**config.mk**
```make
export PLATFORM = sky130hd
export DESIGN_NAME = collision_arbiter
export DESIGN_NICKNAME = d
export VERILOG_FILES = /design/src/rtl/collision_arbiter.sv
export SDC_FILE = /design/constraint.sdc
export NUM_CORES = 1
export LEC_CHECK = 0
export ABC_AREA = 1
export BUFFER_PORTS_ARGS = -buffer_cell sky130_fd_sc_hd__buf_2
export CAP_MARGIN = 0
export CORE_MARGIN = 4
export CORE_UTILIZATION = 52
export DETAILED_ROUTE_END_ITERATION = 7
export PLACE_DENSITY = 0.76
export SETUP_SLACK_MARGIN = 0.3
export SKIP_LAST_GASP = 1
export SYNTH_ARGS = -nofsm -noshare
export SYNTH_HDL_FRONTEND = slang
export SYNTH_SLANG_ARGS = --single-unit
```
**constraint.sdc**
```tcl
create_clock -name clk -period 3.2 [get_ports clk]
set_input_delay 0.16 -clock clk [delete_from_list [all_inputs] [get_ports clk]]
set_output_delay 0.16 -clock clk [all_outputs]
set_load 0.02 [all_outputs]
```
**src/rtl/collision_arbiter.sv**
```systemverilog
// Fixed-priority collision arbiter: one edge-tagged grant per frame, per-source
// cooldown in frames, valid/ack handshake and a saturating lost-event counter.
module collision_arbiter #(
  parameter int NUM_SRC         = 5,
  parameter int COOLDOWN_FRAMES = 2
) (
  input  logic               clk,
  input  logic               reset,
  input  logic               startOfFrame,
  input  logic               pause,
  input  logic               reset_level,
  input  logic [NUM_SRC-1:0] collisionReq,
  input  logic [3:0]         hitEdgeCode,
  input  logic               grantAck,
  output logic               grantValid,
  output logic [NUM_SRC-1:0] grantOneHot,
  output logic [3:0]         grantEdgeCode,
  output logic [NUM_SRC-1:0] cooldownActive,
  output logic [7:0]         droppedCount
);

  typedef enum logic [1:0] {S_IDLE, S_PRESENT, S_DONE} state_t;

  localparam logic [3:0] CD_LOAD = 4'(COOLDOWN_FRAMES);

  state_t             r_state;
  state_t             w_next_state;
  logic [NUM_SRC-1:0] r_req_d;
  logic [NUM_SRC-1:0] r_grant_src;
  logic [3:0]         r_edge;
  logic [3:0]         r_cnt [NUM_SRC];
  logic [7:0]         r_dropped;

  logic [NUM_SRC-1:0] w_rise;
  logic [NUM_SRC-1:0] w_rise_nc;
  logic [NUM_SRC-1:0] w_eligible;
  logic [NUM_SRC-1:0] w_winner;
  logic [NUM_SRC-1:0] w_lost;
  logic               w_take;
  logic               w_ack;
  logic               w_abandon;
  logic               w_sof;
  logic [7:0]         w_drop_inc;

  function automatic logic [NUM_SRC-1:0] lowest_one(input logic [NUM_SRC-1:0] v);
    logic [NUM_SRC-1:0] r;
    logic               found;
    r     = '0;
    found = 1'b0;
    for (int i = 0; i < NUM_SRC; i++) begin
      if (v[i] && !found) begin
        r[i]  = 1'b1;
        found = 1'b1;
      end
    end
    return r;
  endfunction

  function automatic logic [7:0] popcount(input logic [NUM_SRC-1:0] v);
    logic [7:0] c;
    c = '0;
    for (int i = 0; i < NUM_SRC; i++) c = c + 8'(v[i]);
    return c;
  endfunction

  function automatic logic [7:0] sat_add8(input logic [7:0] a, input logic [7:0] b);
    logic [8:0] s;
    s = {1'b0, a} + {1'b0, b};
    return s[8] ? 8'hFF : s[7:0];
  endfunction

  // Arbitration and event decode; everything qualified by pause is frozen while paused.
  always_comb begin
    w_rise     = collisionReq & ~r_req_d;
    w_rise_nc  = w_rise & ~cooldownActive;
    w_eligible = collisionReq & ~cooldownActive;
    w_winner   = lowest_one(w_eligible);
    w_take     = !pause && (r_state == S_IDLE) && (|w_eligible);
    w_ack      = !pause && (r_state == S_PRESENT) && grantAck;
    w_abandon  = !pause && (r_state == S_PRESENT) && startOfFrame && !grantAck;
    w_sof      = !pause && startOfFrame;
  end

  always_comb begin
    w_lost = w_rise_nc;
    if (!pause && r_state == S_IDLE) w_lost = w_rise_nc & ~w_winner;
    w_drop_inc = popcount(w_lost) + 8'(w_abandon);
  end

  always_ff @(posedge clk or posedge reset) begin
    if (reset) r_state <= S_IDLE;
    else if (reset_level) r_state <= S_IDLE;
    else r_state <= w_next_state;
  end

  always_comb begin
    w_next_state = r_state;
    if (!pause) begin
      unique case (r_state)
        S_IDLE:    if (|w_eligible) w_next_state = S_PRESENT;
        S_PRESENT: begin
          if (grantAck) w_next_state = startOfFrame ? S_IDLE : S_DONE;
          else if (startOfFrame) w_next_state = S_IDLE;
        end
        S_DONE:    if (startOfFrame) w_next_state = S_IDLE;
        default:   w_next_state = S_IDLE;
      endcase
    end
  end

  always_comb begin
    grantValid    = (r_state == S_PRESENT) && !pause;
    grantOneHot   = grantValid ? r_grant_src : '0;
    grantEdgeCode = r_edge;
    droppedCount  = r_dropped;
    for (int i = 0; i < NUM_SRC; i++) cooldownActive[i] = (r_cnt[i] != 4'd0);
  end

  // Edge history tracks requests every cycle, pause included.
  always_ff @(posedge clk or posedge reset) begin
    if (reset) r_req_d <= '0;
    else if (reset_level) r_req_d <= '0;
    else r_req_d <= collisionReq;
  end

  always_ff @(posedge clk or posedge reset) begin
    if (reset) begin
      r_grant_src <= '0;
      r_edge      <= '0;
    end else if (reset_level) begin
      r_grant_src <= '0;
      r_edge      <= '0;
    end else if (w_take) begin
      r_grant_src <= w_winner;
      r_edge      <= hitEdgeCode;
    end
  end

  // A load on ack takes precedence over the frame decrement in the same cycle.
  always_ff @(posedge clk or posedge reset) begin
    if (reset) begin
      for (int i = 0; i < NUM_SRC; i++) r_cnt[i] <= '0;
    end else if (reset_level) begin
      for (int i = 0; i < NUM_SRC; i++) r_cnt[i] <= '0;
    end else begin
      for (int i = 0; i < NUM_SRC; i++) begin
        if (w_ack && r_grant_src[i]) r_cnt[i] <= CD_LOAD;
        else if (w_sof && r_cnt[i] != 4'd0) r_cnt[i] <= r_cnt[i] - 4'd1;
      end
    end
  end

  always_ff @(posedge clk or posedge reset) begin
    if (reset) r_dropped <= '0;
    else if (reset_level) r_dropped <= '0;
    else r_dropped <= sat_add8(r_dropped, w_drop_inc);
  end

endmodule

```
==> results of run 1 <==
cell type report:
class | count | area share
clock buffer | 6 | 0.0257
multi-input combinational | 222 | 0.431
sequential | 44 | 0.344
tap | 67 | 0.0261
timing repair buffer | 56 | 0.102
inverter | 57 | 0.0683
clock inverter | 2 | 0.00312
how the worst max path moves through the flow:
stage	to	slack (ns)	cells past startpoint
global route	droppedCount[2]	-0.14	15
finish	droppedCount[2]	-0.03	15
CTS	droppedCount[5]	-0.03	16
global placement	droppedCount[3]	0.05	16
detailed placement	droppedCount[5]	-0.08	16
floorplan	droppedCount[5]	0.16	16
repair_timing:
| action | in CTS | in global routing |
|---|---|---|
| endpoints found under the setup margin | 8 | 8 |
| setup buffers | 7 | 5 |
| gates resized for setup | 8 | 4 |
| pin swaps | 11 | 8 |
routing by layer:
metal | global-route usage | vias up
met5 | 0 | -
met4 | 0.0739 | 0
met3 | 0.0429 | 7
met2 | 0.328 | 46
met1 | 0.264 | 1073
li1 | - | 1171
report_power, final:
group | switching (µW) | internal, µW | leakage (µW)
Combinational | 380 | 254 | 0.00104
Sequential | 37.1 | 608 | 0.000597
Clock | 185 | 172 | 0.0000510
Total | 603 | 1030 | 0.00169
stage by stage:
step / util / instance area, µm² / hold slack (ns)
floorplan: - / 2700 / 0.261
global placement: 0.621 / 2990 / 0.331
detailed placement: 0.621 / 2990 / 0.327
CTS: 0.656 / 3160 / 0.00719
global route: 0.666 / 3210 / 0.0399
finish: 0.666 / 3210 / -0.0136
layout by cell type (no fill, tap or decap), drive strengths merged, types with 3 or more instances in the layout:
master,count
nor3,6
o21ai,12
nand2,67
a21oi,17
buf,56
clkbuf,6
clkinv,4
nand4,11
nand3,40
a31oi,3
dfrtp,44
ha,8
nor2,42
inv,55
fa,4
state kept, by name, indices dropped and copies added, names as in the netlist:
name and count:
r_req_d 5, r_state 2, droppedCount 8, r_cnt 20, grantEdgeCode 4, r_grant_src 5
cell families (layout without fill, tap and decap cells):
kind of cell / Yosys count / after routing / synth area share
fa+ha+maj: 12 / 12 / 0.0679
xor+xnor: 4 / 4 / 0.0132
flops: 44 / 44 / 0.415
buf+inv: 62 / 121 / 0.0925
compound gates: 34 / 34 / 0.0708
simple gates: 172 / 172 / 0.341
critical path, cell delays in order, from the launching register on:
cell and delay, ns:
dfrtp_1 0.40, inv_2 0.08, ha_4 0.13, nand4_1 0.12, nor2_1 0.16, nand2_1 0.08, fa_1 0.49, fa_1 0.43
fa_2 0.35, inv_2 0.07, fa_2 0.20, nand2_2 0.05, nand2_2 0.06, nand4_1 0.20, buf_4 0.21, a21oi_1 0.14
==> metrics, run 1 <==
placed insts=434; WL/cell=12.8 µm; Starting Density=0.551; Yosys Warn Count=0; Hold WS=-0.0136 ns; die area=0.00631 mm²; WL met1=2670 µm; area grow syn2layout=20.9%; Ports=38; Final Skew=0.00544 ns; CTS sink cnt=44; total gr overflow=0; top-count cell post-synth=nand2_1; reg-to-reg setup timing slack=-0.03 ns; unrepaired setup endpoints after global routing=true; crit path max fanout=5; die height=79.4 µm; initial antenna violation count=0; CTS max path bufs=2; fin crit period=3.23 ns; register area=0.00110 mm²; critical path launch point type=flop; Net Count, Synth=355; area share of the largest cell type after synthesis=0.415; worst setup path startpoint=r_cnt[8]; Hold Fails Final Rpt=17; kind of critical path=flop to flop; RePlAce Congestion=0.810; average size of a mapped cell=8.09 µm²; Reg2Reg Depth=15; CP endpoint kind=flop; RR Startpoint=r_cnt[8]; failing checks=negative hold slack, negative setup slack; Synth Register Bits=44; routed wl met3=252 µm; drt total wl=5790 µm; Cell variety after synth=37; cts hold-fix bufs=0; area of the multi-input gates=0.00138 mm²; top_reg_cell synth=dfrtp_1; status=complete, but fails checks; met2 WL post-DR=2780 µm; core area=0.00482 mm²; Clk Tree Root Cell=clkbuf_8; GRT Overall Usage=0.201; EDFF count, synth=0; # fillers=416; worst hold path type=input pin to async pin; First-pass DRT Iterations=4; Top Layer Used=met4; Synth Instances=328; Reg clk slew, reported paths=0.08 ns; post-route setup TNS=-0.0408 ns; final setup margin=-0.0301 ns; Slew @ Worst Pin=0.560 ns; Slew Limit Fails=0; Data required, critical path=3.42 ns; Total Power=1640 µW; vias per std cell=5.06; async set or reset register ratio after synthesis=1.00; RR Endpoint=droppedCount[2]; routed vias=2297; Iteration-0 DRC Markers=93; TritonCTS clock tree=yes; arrival time of the worst setup path=3.45 ns; Seq/Total Area, Yosys=0.415; synth top area cells=dfrtp_1, nand2_1, inv_1, nor2_1, nand3_1; Setup Slack @ Placement=-0.0828 ns; P_leak=0.00169 µW; Ant. Diodes=0; first-pass GRT wire length=10000 µm; Max Cap Viol=0; vias in the first global route=2238; Skew-Pair Late Insertion Delay=0.29 ns; layout cells sized above 1=0.305; htree depth=2; Fmax achieved=310 MHz; post-route ant nets=0; FP Rows=25; VDD IR max=0.310 mV; setup violators final=2; drt drc=0; Post-DP HPWL=4230 µm; cell accounting for the most synthesized area=dfrtp_1; crit share post-route=1.01; Inserted Clock Buffers=5; Non-Filler Instances=454; Layout Nets=413; Die Wd=79.4 µm; IO Port Bufs=37; Slew Limit Headroom=0.626; synth cell count leaders=nand2_1, inv_1, dfrtp_1, nor2_1, nand3_1; synthesized area=0.00265 mm²; largest net degree at the start of global routing=45; Power per Cell Area=510 mW/mm²
(Power assumes the default switching activity.)
==> inputs of run 2 (changes only) <==
--- a/config.mk
+++ b/config.mk
@@ -13,6 +13,7 @@
 export DETAILED_ROUTE_END_ITERATION = 7
 export PLACE_DENSITY = 0.76
 export SETUP_SLACK_MARGIN = 0.3
+export SKIP_CTS_REPAIR_TIMING = 1
 export SKIP_LAST_GASP = 1
 export SYNTH_ARGS = -nofsm -noshare
 export SYNTH_HDL_FRONTEND = slang
==> metrics, run 2 (synthesized netlist as in run 1, its figures left out) <==
First-pass DRT Iterations=4; area grow syn2layout=19.7%; arrival time of the worst setup path=3.45 ns; Layout Nets=408; status=complete, but fails checks; first-pass GRT wire length=9780 µm; Die Wd=79.4 µm; RePlAce Congestion=0.810; Non-Filler Instances=449; crit path max fanout=6; Largest Register=r_cnt; IO Port Bufs=37; Starting Density=0.551; die area=0.00631 mm²; WP buf/inv=3; vias in the first global route=2173; CP endpoint kind=flop; most frequent cells in the layout=nand2_1, inv_1, dfrtp_1, nor2_1, buf_2; reg-to-reg setup timing slack=-0.06 ns; WL/cell=12.7 µm; Inserted Clock Buffers=5; failing checks=negative hold slack, negative setup slack; TritonCTS clock tree=yes; vias per std cell=5.14; layout cells sized above 1=0.291; RR Startpoint=r_cnt[8]; unrepaired setup endpoints after global routing=true; Final Skew=0.00716 ns; kind of critical path=flop to flop; die height=79.4 µm; GRT Overall Usage=0.197; Max Cap Viol=0; drt total wl=5700 µm; Skew-Pair Late Insertion Delay=0.29 ns; Ant. Diodes=0; htree depth=2; Reg clk slew, reported paths=0.08 ns; Reg2Reg Depth=16; routed vias=2308; Iteration-0 DRC Markers=117; initial antenna violation count=0; setup violators final=3; Clk Tree Root Cell=clkbuf_8; Slew Limit Headroom=0.627; Slowest-stage cell, CP=fa_1; Data required, critical path=3.39 ns; Power per Cell Area=506 mW/mm²; Hold WS=-0.0106 ns; VDD IR max=0.310 mV; Slew Limit Fails=0; P_leak=0.00167 µW; Ports=38; fin crit period=3.26 ns; Top delay family on crit path=adder cells; Largest register FFs=20; largest net degree at the start of global routing=45; FP Rows=25; Util after Layout=0.659; post-route ant nets=0; # fillers=419; total gr overflow=0; drt drc=0; core area=0.00482 mm²; placed insts=434; CTS sink cnt=44; Slew @ Worst Pin=0.559 ns; commonest non-fill, non-tap cell in the layout=nand2_1; Post-DP HPWL=4230 µm; Hold Fails Final Rpt=15; crit share post-route=1.02; slowest stage delay, CP=0.51 ns; RR Endpoint=droppedCount[5]; CTS max path bufs=2; crit-path cells=inv_2, ha_4, nand4_1, nor2_1, nand2_1, fa_1, fa_1, fa_2, inv_2, fa_2, nand2_2, nand2_4, nand4_1, nand2_1, o21ai_1, inv_1; Fmax achieved=307 MHz; final setup margin=-0.0579 ns; worst hold path type=input pin to async pin; critical path launch point type=flop
run 2: cell count changes in the layout (fill, tap and decap cells not counted), moves of 2 or more:
cell / change
buf_4: -5
a21oi_1: +2
a21oi_2: -2
nand2_2: -2
run 2: layout make-up:
type | instances | area, µm² | area share
clock inverters | 2 | 10.0 | 0.00315
flip-flops and latches | 44 | 1100 | 0.347
repair buffers | 51 | 290 | 0.0914
clock buffers | 6 | 82.6 | 0.0260
well taps | 67 | 83.8 | 0.0264
multi-input cells | 222 | 1390 | 0.437
inverters | 57 | 219 | 0.0690
run 2: where the power goes:
part | internal [µW] | switching, µW | leakage (µW)
clock network | 172 | 184 | 0.0000510
logic | 235 | 371 | 0.00102
registers | 608 | 36.5 | 0.000598
run 2: how the worst max path moves through the flow:
stage | startpoint | endpoint | slack, ns | depth (start not counted)
after floorplan | r_cnt[8] | droppedCount[5] | 0.16 | 16
after global placement | r_cnt[8] | droppedCount[3] | 0.05 | 16
after detailed placement | r_cnt[8] | droppedCount[5] | -0.08 | 16
after CTS | r_cnt[8] | droppedCount[5] | -0.07 | 16
after global routing | r_cnt[9] | droppedCount[5] | -0.18 | 16
final | r_cnt[8] | droppedCount[5] | -0.06 | 16
run 2: layer usage:
metal / GRT usage / share of wire / vias up
li1: - / - / 1157
met3: 0.0429 / 0.050 / 9
met5: 0 / 0 / -
met1: 0.261 / 0.47 / 1085
met2: 0.316 / 0.47 / 57
met4: 0.0739 / 0.015 / 0
run 2: through the flow:
stage	hold slack [ns]	setup TNS, ns	worst slack [ns]	cell area (µm²)	power [µW]
floorplan	0.261	0	0.157	2700	1080
global placement	0.331	0	0.0513	2990	1220
detailed placement	0.327	-0.134	-0.0828	2990	1240
CTS	0.00719	-0.128	-0.0719	3080	1600
global route	0.0398	-1.02	-0.180	3180	1730
finish	-0.0106	-0.0718	-0.0579	3180	1610
run 2: worst register-to-register path: cells and delay by family (launching register included):
kind | cells | cell delay [ns]
AOI/OAI and AO/OA | 1 | 0.14
adders and majority gates | 5 | 1.65
and+or+nand+nor | 7 | 0.81
buffers and inverters | 3 | 0.17
DFF | 1 | 0.39
